--- src/rtl/dec_nto2n_seq.sv ---
// rtl/dec_nto2n_seq.sv - registered N-to-2^N one-hot decoder with valid/ready handshakes and self-driven sweep
module dec_nto2n_seq #(
    parameter int N          = 4,
    parameter bit ACTIVE_LOW = 1'b0,
    parameter int STEP_GAP   = 0
) (
    input  logic                clk,
    input  logic                rst_n,
    input  logic                mode,
    input  logic                start,
    input  logic                abort,
    input  logic                in_valid,
    input  logic [N-1:0]        in_code,
    output logic                in_ready,
    output logic                out_valid,
    input  logic                out_ready,
    output logic [(1<<N)-1:0]   out_onehot,
    output logic [N-1:0]        out_code,
    output logic                busy,
    output logic                sweep_done
);
    localparam int             W        = 1 << N;
    localparam logic [W-1:0]   INACTIVE = {W{ACTIVE_LOW}};
    localparam logic [7:0]     GAP_INIT = 8'(STEP_GAP);
    localparam logic [N-1:0]   LAST     = '1;

    typedef enum logic [1:0] {
        ST_IDLE      = 2'd0,
        ST_SWEEP     = 2'd1,
        ST_WAIT_LAST = 2'd2
    } state_t;

    state_t         r_state;
    state_t         w_state_nxt;
    logic [N-1:0]   r_cnt;
    logic [N-1:0]   w_cnt_nxt;
    logic [7:0]     r_gap;
    logic [7:0]     w_gap_nxt;
    logic           r_done;
    logic           w_done_nxt;
    logic           r_out_valid;
    logic [N-1:0]   r_out_code;
    logic [W-1:0]   r_onehot;

    logic           w_slot_free;
    logic           w_dir_load;
    logic           w_swp_load;
    logic           w_load;
    logic           w_flush;
    logic [N-1:0]   w_load_code;
    logic [W-1:0]   w_dec;

    assign w_slot_free = !r_out_valid || out_ready;
    assign in_ready    = (r_state == ST_IDLE) && !mode && w_slot_free && rst_n;
    assign busy        = (r_state != ST_IDLE);
    assign out_valid   = r_out_valid;
    assign out_code    = r_out_code;
    assign out_onehot  = r_onehot;
    assign sweep_done  = r_done;

    // Abort wins over a same-cycle load and over the final handshake.
    always_comb begin
        w_state_nxt = r_state;
        w_cnt_nxt   = r_cnt;
        w_gap_nxt   = r_gap;
        w_done_nxt  = 1'b0;
        w_dir_load  = 1'b0;
        w_swp_load  = 1'b0;
        w_flush     = 1'b0;
        case (r_state)
            ST_IDLE: begin
                w_dir_load = in_valid && in_ready;
                if (mode && start) begin
                    w_state_nxt = ST_SWEEP;
                    w_cnt_nxt   = '0;
                    w_gap_nxt   = '0;
                end
            end
            ST_SWEEP: begin
                if (abort) begin
                    w_state_nxt = ST_IDLE;
                    w_flush     = 1'b1;
                end else if (r_gap != 8'd0) begin
                    w_gap_nxt = r_gap - 8'd1;
                end else if (w_slot_free) begin
                    w_swp_load = 1'b1;
                    if (r_cnt == LAST) begin
                        w_state_nxt = ST_WAIT_LAST;
                    end else begin
                        w_cnt_nxt = r_cnt + N'(1);
                        w_gap_nxt = GAP_INIT;
                    end
                end
            end
            ST_WAIT_LAST: begin
                if (abort) begin
                    w_state_nxt = ST_IDLE;
                    w_flush     = 1'b1;
                end else if (r_out_valid && out_ready) begin
                    w_state_nxt = ST_IDLE;
                    w_done_nxt  = 1'b1;
                end
            end
            default: w_state_nxt = ST_IDLE;
        endcase
    end

    assign w_load      = w_dir_load || w_swp_load;
    assign w_load_code = w_swp_load ? r_cnt : in_code;

    always_comb begin
        w_dec              = '0;
        w_dec[w_load_code] = 1'b1;
    end

    always_ff @(posedge clk) begin
        if (!rst_n) begin
            r_state <= ST_IDLE;
            r_cnt   <= '0;
            r_gap   <= '0;
            r_done  <= 1'b0;
        end else begin
            r_state <= w_state_nxt;
            r_cnt   <= w_cnt_nxt;
            r_gap   <= w_gap_nxt;
            r_done  <= w_done_nxt;
        end
    end

    always_ff @(posedge clk) begin
        if (!rst_n) begin
            r_out_valid <= 1'b0;
            r_out_code  <= '0;
            r_onehot    <= INACTIVE;
        end else if (w_flush) begin
            r_out_valid <= 1'b0;
            r_onehot    <= INACTIVE;
        end else if (w_load) begin
            r_out_valid <= 1'b1;
            r_out_code  <= w_load_code;
            r_onehot    <= w_dec ^ INACTIVE;
        end else if (r_out_valid && out_ready) begin
            r_out_valid <= 1'b0;
            r_onehot    <= INACTIVE;
        end
    end

endmodule

--- config.mk ---
export PLATFORM = sky130hd
export DESIGN_NAME = dec_nto2n_seq
export DESIGN_NICKNAME = d
export VERILOG_FILES = /design/src/rtl/dec_nto2n_seq.sv
export SDC_FILE = /design/constraint.sdc
export NUM_CORES = 1
export LEC_CHECK = 0
export CAP_MARGIN = 20
export CORE_MARGIN = 10
export CORE_UTILIZATION = 52
export CTS_CLUSTER_SIZE = 25
export DETAILED_ROUTE_END_ITERATION = 12
export GPL_TIMING_DRIVEN = 0
export HOLD_SLACK_MARGIN = 0.08
export PLACE_DENSITY = 0.8
export SYNTH_ARGS = -nofsm -noshare
export SYNTH_HDL_FRONTEND = slang
export SYNTH_SLANG_ARGS = --single-unit
--- constraint.sdc ---
create_clock -name clk -period 3.35 [get_ports clk]
set_input_delay 1.005 -clock clk [delete_from_list [all_inputs] [get_ports clk]]
set_output_delay 1.005 -clock clk [all_outputs]
set_load 0.05 [all_outputs]
* Word level (Yosys, flattened, before mapping)
Cells that the tools add are included.
** Word-level totals
- Bits of input ports :: 11
- Flip-flop bits (word level) :: 36
- Word-level logic and storage cells :: 86
** Operators by class
- Eq/ne operators :: 14
- Bitwise gates (word level) :: 3
- Reduce and logical (&&, ||, !) cells :: 23
- $lt $le $gt $ge :: 2
- Add/subtract/negate cells :: 2
- Multiplexer cells :: 35
** Operators with widths (count)
- 2-to-1 mux 8 bit :: 5
- 2-to-1 mux 16 bit :: 2
- 2-to-1 mux 4 bit :: 6
- != test 3 bit (second input constant) :: 6
- case mux 8 bit (2 select lines) :: 1
- 2-to-1 mux 2 bit :: 7
- 2-to-1 mux 1 bit :: 11
- AND reduction 5 bit :: 2
- != test 2 bit (second input constant) :: 4
- case mux 4 bit (2 select lines) :: 1
- nonzero test 8 bit :: 1
- subtractor 8 x 1 -> 8 bit (second input constant) :: 1
- logical AND 1 bit :: 7
- case mux 2 bit (3 select lines) :: 1
- AND reduction 6 bit :: 1
- nonzero test 2 bit :: 3
- < comparator 4 x 5 -> 1 bit (second input constant) :: 1
- adder 4 x 1 -> 4 bit (second input constant) :: 1
- demux 1 bit (select 4 bit) :: 1
- == test 4 bit (second input constant) :: 1
- greater-or-equal comparator 4 x 1 -> 1 bit (second input constant) :: 1
- OR reduction 2 bit :: 2
- inverter 1 bit :: 3
- OR reduction 3 bit :: 1
- other kinds (7) :: 9

* Logic depth before layout (Yosys ltp)
Gate-level depths: netlist of the first run.
- Word-level depth :: 12
- Mapped depth :: 11
- Gate-level depth less buffers :: 7

* Least setup slack after synthesis of the first run
OpenSTA, ideal clock, no wires.
- Path type :: in2out
- Start point :: input port out_ready
- End point :: output port in_ready
- Cell stages on the path :: 3
- Setup slack :: 556 ps
- Data arrival time :: 1789 ps
- Data required time :: 2345 ps
- Path through :: nand2b_1 clkbuf_1 and3_1
** Between the ends
- Cells in the longest elaborated chain, start to end :: 3
** RTL lines
- start, declared :: RTL line 16 : input logic out_ready,
- logical OR 1 bit :: RTL line 53 : assign w_slot_free = !r_out_valid || out_ready;
- logical AND 1 bit (2 in a row) :: RTL line 54 : assign in_ready = (r_state == ST_IDLE) && !mode && w_slot_free && rst_n;
- end, declared :: RTL line 14 : output logic in_ready,
Every way passes these cells.

* Worst setup path in the final report of the first run
Same ends and word-level chain as after synthesis.

==> results of run 1 <==
==> worst register-to-register path, stage by stage (launching register included) <==
cell and delay (ns):
dfxtp_1 0.36, inv_1 0.07, ha_1 0.16, or3b_1 0.37
clkbuf_1 0.19, or4_1 0.54, buf_2 0.17, buf_2 0.20
nor3b_1 0.52, a221o_1 0.24
==> repair_timing <==
| item | CTS | global route |
|---|---|---|
| gates resized for setup | 5 | 1 |
| setup endpoints to repair | 1 | 1 |
| gates cloned | 0 | 0 |
==> synth_stat cells, types with 2 or more instances <==
cell type	count
buf_2	2
nor4_1	7
a21oi_1	12
or4_1	5
clkbuf_1	9
nor2_1	7
nand2b_1	3
o31ai_1	2
o21a_1	2
nand4_1	3
nor3b_1	5
xnor2_1	2
a21boi_0	2
or3_1	4
nor3_1	7
nand3_1	6
o21ai_0	17
dfxtp_1	36
o41ai_1	2
a22oi_1	5
inv_1	6
buf_6	2
nand2_1	16
nor2b_1	5
and3_1	4
nor4b_1	4
a221o_1	12
ha_1	6
a31oi_1	4
mux2i_1	5
==> logic make-up (layout without fill, tap and decap cells) <==
group | count (synthesis) | after routing
simple gates | 83 | 83
compound gates | 64 | 64
flops | 36 | 36
buf+inv | 19 | 59
fa+ha+maj | 6 | 6
mux | 5 | 5
xor+xnor | 2 | 2
==> cell usage in the layout (no fill, tap or decap), drive strengths merged, types with 2 or more instances in the layout <==
cell type | Yosys | final
nand2b | 3 | 3
o21a | 2 | 2
nor3 | 7 | 7
or3 | 4 | 4
dfxtp | 36 | 36
nand2 | 16 | 16
a22oi | 5 | 5
or3b | 2 | 2
xnor2 | 2 | 2
o41ai | 2 | 2
nor2 | 7 | 7
nor4b | 4 | 4
a31oi | 4 | 4
ha | 6 | 6
nor2b | 5 | 5
a221o | 12 | 12
nor4 | 7 | 7
or4 | 6 | 6
a21oi | 12 | 12
mux2i | 5 | 5
o21ai | 17 | 17
nor3b | 5 | 5
inv | 6 | 6
a21boi | 2 | 2
and3 | 4 | 4
nand3 | 6 | 6
buf | 4 | 5
o31ai | 2 | 2
clkbuf | 9 | 14
nand4 | 3 | 3
clkdlybuf4s50 | 0 | 32
==> flip-flops by register name, summed over array words and instances, names as in the netlist <==
register	cells
r_state	2
out_valid	1
r_cnt	4
out_onehot	16
r_gap	8
out_code	4
sweep_done	1
==> layer usage <==
metal / global-route usage [%] / vias up / part of all wire [%]
met5: 0 / - / 0
met2: 23.35 / 56 / 43
met3: 5.122 / 7 / 7.5
met1: 19.65 / 817 / 48
li1: - / 906 / -
met4: 4.049 / 0 / 0.95
==> final timing paths <==
check / to / start / cells after the start
hold reg to reg: out_onehot[8]$_SDFFE_PP0P_ / out_onehot[8]$_SDFFE_PP0P_ / 1
setup / recovery: in_ready / out_ready / 4
hold / removal: out_onehot[8]$_SDFFE_PP0P_ / out_onehot[8]$_SDFFE_PP0P_ / 1
setup reg to reg: out_onehot[5]$_SDFFE_PP0P_ / r_gap[0]$_SDFFE_PN0P_ / 9
==> area by class of cell <==
type	count	share of cell area, %
multi-input combinational	160	46.17
clock inverter	1	0.2160
tap	46	2.484
inverter	6	0.9719
timing repair buffer	34	14.58
clock buffer	6	1.782
buffer	12	2.700
sequential	36	31.10
==> power breakdown <==
| group | switching (mW) | internal, mW |
|---|---|---|
| Sequential | 0.0398 | 0.467 |
| Combinational | 0.256 | 0.159 |
| Clock | 0.149 | 0.0773 |
| Total | 0.445 | 0.704 |
==> per-stage QoR <==
step / area [um^2] / instances
3_5_place_dp: 2277 / 295
2_1_floorplan: 1879 / 215
3_3_place_gp: 2277 / 295
6_report: 2317 / 301
4_1_cts: 2315 / 301
5_1_grt: 2317 / 301
==> results_dict.tcl, run 1 <==
set metrics [dict create \
    area_delta_synth_final_pct 23.30 \
    clock_path_buffers 2 \
    grt_use_total_pct 15.16 \
    crit_path_start_kind "primary input" \
    grt_pass1_vias 1721 \
    holdWs_ns 0.4957 \
    fin_setup_tns_ns 0 \
    setup_viol 0 \
    synth_area_um2 1879 \
    ys.flop_type "dfxtp_1" \
    max_freq_ghz 0.3075 \
    slew_headroom_pct 48.65 \
    wl_per_cell_um 16.10 \
    ioPinCount 35 \
    cts.sink_count 36 \
    die_w_um 80.12 \
    synthArstFlopShare_pct 0 \
    critical_path.cell_chain "clkdlybuf4s50_1 -> nand2b_1 -> and3_1 -> buf_2" \
    critPathTopFamily "buffers and inverters" \
    antennaDiodeCount 0 \
    antenna_found_initial 0 \
    rsz0062_at_grt "false" \
    synth_top_area_share_pct 38.35 \
    htreeDepth 2 \
    rows 21 \
    via_count 1786 \
    ys_ff_latch 36 \
    synth_top_family_by_area "simple AND/OR/NAND/NOR gates" \
    drt_wl_total_um 4845 \
    synthMuxAreaShare_pct 2.663 \
    floorplan.initialDensity_pct 55.02 \
    ys_types 43 \
    synth-compound-area-share_pct 23.50 \
    cts_buffers 5 \
    syn_avg_cell_area_um2 8.741 \
    cts-root-buf "clkbuf_4" \
    cts_tree "yes" \
    pre_cts_ws_ns -0.5441 \
    timing.final.crit_share_pct 97.07 \
    viasPerCell 5.934 \
    critPathMaxStageDelay_ns 0.49 \
    crit_type "primary input to output port" \
    synth-edff-count 0 \
    gr-total-overflow 0 \
    n_fill_cell 300 \
    die_y_um 80.12 \
    io_buffers 34 \
    vdd_drop_max_v 0.0002808 \
    fin_nets 272 \
    cellLeakagePower_nw 0.8677 \
    ys_warn_count 0 \
    synthTopCellsByArea "dfxtp_1 38%, a221o_1 6.4%, o21ai_0 4.5%" \
    die_area_um2 6418 \
    worstMarginPinSlew_ns 0.7508 \
    yosysSeqAreaShare_pct 38.35 \
    required_ns 2.34 \
    setup_slack_ns 0.09802 \
    power_mw 1.149 \
    finClkSkew_ns 0.01041 \
    yosys.area.top_type "dfxtp_1" \
    power_density_nw_per_um2 495.7 \
    synth_fa_ha_area_share_pct 3.995 \
    drc 0 \
    firstDrtPassIters 4 \
    crit_buf_inv 2 \
    dr.first_iter.drc_count 156 \
    status "finished, final reports clean" \
    insertion_delay_ns 0.35 \
    core_um2 3416 \
    regArea_um2 720.7 \
    r2r_setup_slack_ns 0.48 \
    syn-instance-count 215 \
    crit_path_top_delay_cell "clkdlybuf4s50_1" \
    cap_violations 0 \
    post_cts_buffers 0 \
    multi_input_area_um2 1070 \
    place_congestion 0.8766 \
    drive_gt1_share_pct 5.882 \
    cts_hold_buf 0 \
    slew_viol_final 0 \
    min_path_type "register to register" \
    fin_util_pct 67.84 \
    grt_pass1_wl_um 7941 \
    synthesis.nets 232 \
    finalCriticalPeriod_ns 3.252 \
    hold_viol 0 \
    clk_pin_slew_ns 0.11 \
    cp-end-kind "output port" \
    ant_nets 0 \
    grt_max_degree 11 \
    cp.arrival_ns 2.25 \
    synth_simple_gate_area_share_pct 25.83 \
    cp_max_fo 8 \
    dp.final_hpwl_um 3548 \
    synth_xor_area_share_pct 0.9321 \
]
Note: power is estimated with default switching activity, not from simulation.
==> run 2, diff against run 1 <==
==> constraint.sdc (replaced) <==
create_clock -name clk -period 3.35 [get_ports clk]
set_input_delay 0.5025 -clock clk [delete_from_list [all_inputs] [get_ports clk]]
set_output_delay 0.5025 -clock clk [all_outputs]
set_load 0.05 [all_outputs]
==> run 2 against run 1 <==
Routed wire length is 0.99% higher. Combinational power is essentially flat. Global-route usage is 0.069 points higher. Hold slack better by 0.0024 ns. Via count is 0.34% higher. Critical path type unchanged. Largest cell class unchanged.
==> results_dict.tcl, run 2 (synthesized netlist as in run 1, its figures left out) <==
set metrics [dict create \
    met3_usage_pct 5.345 \
    gr-total-overflow 0 \
    power_density_nw_per_um2 495.1 \
    cts_resized 0 \
    cts-root-buf "clkbuf_4" \
    critPathMaxStageDelay_ns 0.80 \
    post_cts_buffers 0 \
    hold_depth 1 \
    required_ns 2.85 \
    crit_path_start_kind "primary input" \
    grt_util_met2_pct 23.43 \
    min_path_type "register to register" \
    hp-start "out_onehot[1]$_SDFFE_PP0P_" \
    fin_nets 273 \
    drive_gt1_share_pct 5.469 \
    ant_nets 0 \
    ioPinCount 35 \
    grt_pass1_vias 1723 \
    die_y_um 80.12 \
    cts_hold_buf 0 \
    max_freq_ghz 0.3439 \
    cp.arrival_ns 2.40 \
    area_delta_synth_final_pct 23.64 \
    slew_viol_final 0 \
    worstMarginPinSlew_ns 0.7119 \
    slew_headroom_pct 51.31 \
    cts.sink_count 36 \
    firstDrtPassIters 4 \
    viasPerCell 5.934 \
    global_route.peak_usage_layer "met2" \
    dp.final_hpwl_um 3548 \
    clk_pin_slew_ns 0.10 \
    hold_path_end "out_onehot[1]$_SDFFE_PP0P_" \
    use_met1_pct 19.65 \
    antenna_found_initial 0 \
    fin_cells 302 \
    place_congestion 0.8766 \
    r2r_start "r_gap[0]$_SDFFE_PN0P_" \
    hold_viol 0 \
    final_common_cell "dfxtp_1" \
    place_inst 295 \
    io_buffers 34 \
    setup_viol 0 \
    timing.final.crit_share_pct 86.79 \
    cellLeakagePower_nw 0.8584 \
    core_um2 3416 \
    clock_path_buffers 2 \
    die_area_um2 6418 \
    dr.first_iter.drc_count 174 \
    grt_max_degree 11 \
    vdd_drop_max_v 0.0002820 \
    crit_buf_inv 3 \
    finClkSkew_ns 0.01237 \
    crit_path_top_delay_cell "clkdlybuf4s50_1" \
    grt_pass1_wl_um 7962 \
    cp-end-kind "output port" \
    critPathTopFamily "buffers and inverters" \
    antennaDiodeCount 0 \
    die_w_um 80.12 \
    wl_per_cell_um 16.20 \
    critical_path.cell_chain "clkdlybuf4s50_1 -> nand2b_1 -> clkbuf_1 -> and3_1 -> clkdlybuf4s50_1" \
    reg2reg_to "out_onehot[5]$_SDFFE_PP0P_" \
    htreeDepth 2 \
    drt_wl_total_um 4893 \
    cp_common_cell "clkdlybuf4s50_1" \
    crit_type "primary input to output port" \
    rsz0062_at_grt "false" \
    cts_buffers 5 \
    grt_use_total_pct 15.23 \
    mostFrequentLayoutCells "36 x dfxtp_1, 34 x clkdlybuf4s50_1, 17 x o21ai_0" \
    cp_max_fo 8 \
    cts_tree "yes" \
    insertion_delay_ns 0.35 \
    r2r_setup_slack_ns 0.49 \
    fin_setup_tns_ns 0 \
    via_count 1792 \
    drc 0 \
    largest_register_ffs 16 \
    worst_r2r_path_depth 9 \
    cap_violations 0 \
    rows 21 \
    critPathLaunch "out_ready" \
    floorplan.initialDensity_pct 55.02 \
    status "finished, final reports clean" \
    finalCriticalPeriod_ns 2.907 \
]
## run 2: power breakdown
part	internal [mW]	total (mW)	switching, mW
logic	0.160	0.417	0.257
registers	0.467	0.507	0.0400
clock network	0.0773	0.226	0.148
total	0.705	1.15	0.445
## run 2: final cells by class
cell class	count	area, um^2
clock inverter	1	5.005
inverter	6	22.52
timing repair buffer	34	340.3
sequential	36	720.7
multi-input combinational	160	1070
buffer	13	66.31
tap	46	57.56
clock buffer	6	41.29
fill	298	1092
## run 2: worst max path at each step
stage | to | slack, ns | depth (start not counted)
final | in_ready | 0.44 | 5
after global routing | out_onehot[12]$_SDFFE_PP0P_ | 0.30 | 10
after CTS | in_ready | 0.45 | 5
after detailed placement | in_ready | 0.46 | 5
after global placement | in_ready | 0.45 | 4
after floorplan | out_onehot[11]$_SDFFE_PP0P_ | 0.84 | 10
## run 2: worst register-to-register path: stages (launching register included)
cell and delay [ns]:
dfxtp_1 0.36, inv_1 0.07, ha_1 0.17, or3b_1 0.37
clkbuf_1 0.19, or4_1 0.54, buf_2 0.17, buf_2 0.20
nor3b_1 0.51, a221o_1 0.24
## run 2: per-layer routing
| metal | up-vias | part of all wire, % |
|---|---|---|
| li1 | 909 | - |
| met1 | 825 | 49 |
| met2 | 51 | 44 |
| met3 | 7 | 6.8 |
| met4 | 0 | 0.94 |
| met5 | - | 0 |
## run 2: stage by stage
step	setup slack [ns]	util [%]	power [mW]	hold slack [ns]	instance area, um^2
6_report	0.4425	68.02	1.150	0.4981	2323
4_1_cts	0.4473	68.02	1.146	0.5005	2323
5_1_grt	0.2994	68.02	1.214	0.5093	2323
3_3_place_gp	0.4452	66.67	0.9204	0.4743	2277
2_1_floorplan	0.8392	-	0.8144	0.4624	1879
3_5_place_dp	0.4609	66.67	0.9276	0.4765	2277
==> run 3, diff against run 2 <==
Settings changed: CORE_UTILIZATION 52 to 62, DONT_BUFFER_PORTS from default to 1, PLACE_DENSITY 0.8 to 0.78, REMOVE_ABC_BUFFERS from default to 1.
==> run 3 against run 2 <==
Sequential power rose by 8.5%. Maximum frequency is 1.3% lower. Core utilization grew 0.80 points. Die area is 12% lower. Routed wire length shrank 11%. Design area is 16% lower. Critical endpoint is now out_onehot[14]$_SDFFE_PP0P_. Largest cell class unchanged.
==> results_dict.tcl, run 3 (synthesized netlist as in run 1, its figures left out) <==
set metrics [dict create \
    critical_path.cell_chain "inv_1 -> ha_1 -> or3b_1 -> or4_1 -> nor3b_1 -> a22oi_1 -> o21ai_0" \
    r2r_start "r_gap[0]$_SDFFE_PN0P_" \
    crit_path_start_kind "register" \
    htreeDepth 2 \
    cellLeakagePower_nw 0.7327 \
    io_buffers 0 \
    slew_headroom_pct 51.27 \
    fin_setup_tns_ns 0 \
    place_congestion 0.8967 \
    viasPerCell 6.656 \
    floorplan.initialDensity_pct 66.43 \
    cp.arrival_ns 3.20 \
    crit_path_top_delay_cell "or4_1" \
    seqPwrFrac_pct 46.4 \
    ioPinCount 35 \
    n_fill_cell 230 \
    required_ns 3.60 \
    swShare_pct 34.41 \
    cts_hold_buf 0 \
    finalCriticalPeriod_ns 2.945 \
    p_clk_share_pct 28.3 \
    final_common_cell "dfxtp_1" \
    cp_max_fo 14 \
    hold_viol 0 \
    grt_pass1_vias 1571 \
    r2r_setup_slack_ns 0.41 \
    status "finished, final reports clean" \
    clk_pin_slew_ns 0.10 \
    wl_per_cell_um 18.10 \
    timing.final.crit_share_pct 87.91 \
    min_path_type "primary input to register" \
    vdd_drop_max_v 0.0004689 \
    cts_resized 0 \
    post_cts_buffers 0 \
    crit_type "register to register" \
    critPathMaxStageDelay_ns 0.82 \
    crit_path_end "out_onehot[14]$_SDFFE_PP0P_" \
    crit_buf_inv 1 \
    max_freq_ghz 0.3396 \
    die_area_um2 5633 \
    p_int_mw 0.7773 \
    core_um2 2829 \
    slew_viol_final 0 \
    die_y_um 75.06 \
    cp-end-kind "register" \
    drive_gt1_share_pct 5.714 \
    insertion_delay_ns 0.33 \
    die_w_um 75.06 \
    power_density_nw_per_um2 608.7 \
    largest_register_ffs 16 \
    clock_path_buffers 2 \
    fin_nets 226 \
    dr.first_iter.drc_count 108 \
    finClkSkew_ns 0.006403 \
    gr-total-overflow 0 \
    worst_r2r_path_depth 7 \
    cap_violations 0 \
    drt_wl_total_um 4361 \
    cts_tree "yes" \
    rsz0062_at_grt "false" \
    regArea_um2 720.7 \
    fin_util_pct 68.82 \
    rows 19 \
    worstMarginPinSlew_ns 0.7125 \
    cp_num_cells 7 \
    critPathLaunch "r_gap[0]$_SDFFE_PN0P_" \
    grt_use_total_pct 16.02 \
    via_count 1604 \
    firstDrtPassIters 4 \
    grt_max_degree 18 \
    critPathTopFamily "simple AND/OR/NAND/NOR gates" \
    cts_buffers 5 \
    hp-start "rst_n" \
    cts-root-buf "clkbuf_4" \
    dp.final_hpwl_um 3306 \
    area_delta_synth_final_pct 3.595 \
    reg2reg_to "out_onehot[14]$_SDFFE_PP0P_" \
    power.switching_mw 0.4078 \
    antenna_found_initial 0 \
    multi_input_area_um2 1070 \
    cts.sink_count 36 \
    drc 0 \
    antennaDiodeCount 0 \
    setup_viol 0 \
    pwr-share-comb_pct 25.3 \
    grt_pass1_wl_um 7113 \
    ant_nets 0 \
    mostFrequentLayoutCells "36 x dfxtp_1, 17 x o21ai_0, 16 x nand2_1" \
]
run 3: routing by layer:
metal	vias to the layer above	global-route usage, %	share of wire, %
li1	813	-	-
met1	729	14.61	40
met2	47	29.43	51
met3	15	6.176	6.5
met4	0	9.664	2.7
met5	-	0	0
run 3: power groups by stage:
stage               Clock (mW)  Sequential, mW  Combinational, mW
global placement             0           0.558              0.289
detailed placement           0           0.560              0.297
CTS                      0.341           0.551              0.299
finish                   0.335           0.550              0.300
floorplan                    0           0.549              0.243
global route             0.358           0.558              0.343
run 3: how the worst min path moves through the flow:
stage	slack (ns)	to	depth (start not counted)
global route	0.26	r_state[1]$_SDFFE_PN0P_	2
floorplan	0.46	r_state[1]$_SDFFE_PN0P_	2
CTS	0.27	sweep_done$_SDFF_PP0_	2
global placement	0.49	r_gap[6]$_SDFFE_PN0P_	2
finish	0.28	sweep_done$_SDFF_PP0_	2
detailed placement	0.49	r_gap[6]$_SDFFE_PN0P_	2
run 3: worst register-to-register path, stage by stage (launching register included):
cell     delay (ns)
dfxtp_1        0.36
inv_1          0.07
ha_1           0.16
or3b_1         0.48
or4_1          0.82
nor3b_1        0.68
a22oi_1        0.17
o21ai_0        0.13
run 3: area by class of cell:
cell class	count	area share, %
multi-input cells	160	54.95
flip-flops and latches	36	37.02
clock buffers	7	3.342
well taps	31	1.992
clock inverters	1	1.542
inverters	6	1.157
run 3: per-stage QoR:
stage / std cells / total power, mW / area, um^2 / hold WS, ns / worst slack (ns)
2_1_floorplan: 202 / 0.7927 / 1813 / 0.4624 / 0.7589
3_3_place_gp: 233 / 0.8471 / 1852 / 0.4883 / 0.5334
3_5_place_dp: 233 / 0.8570 / 1852 / 0.4948 / 0.4810
4_1_cts: 241 / 1.191 / 1947 / 0.2686 / 0.4419
5_1_grt: 241 / 1.259 / 1947 / 0.2603 / 0.2292
6_report: 241 / 1.185 / 1947 / 0.2759 / 0.4052
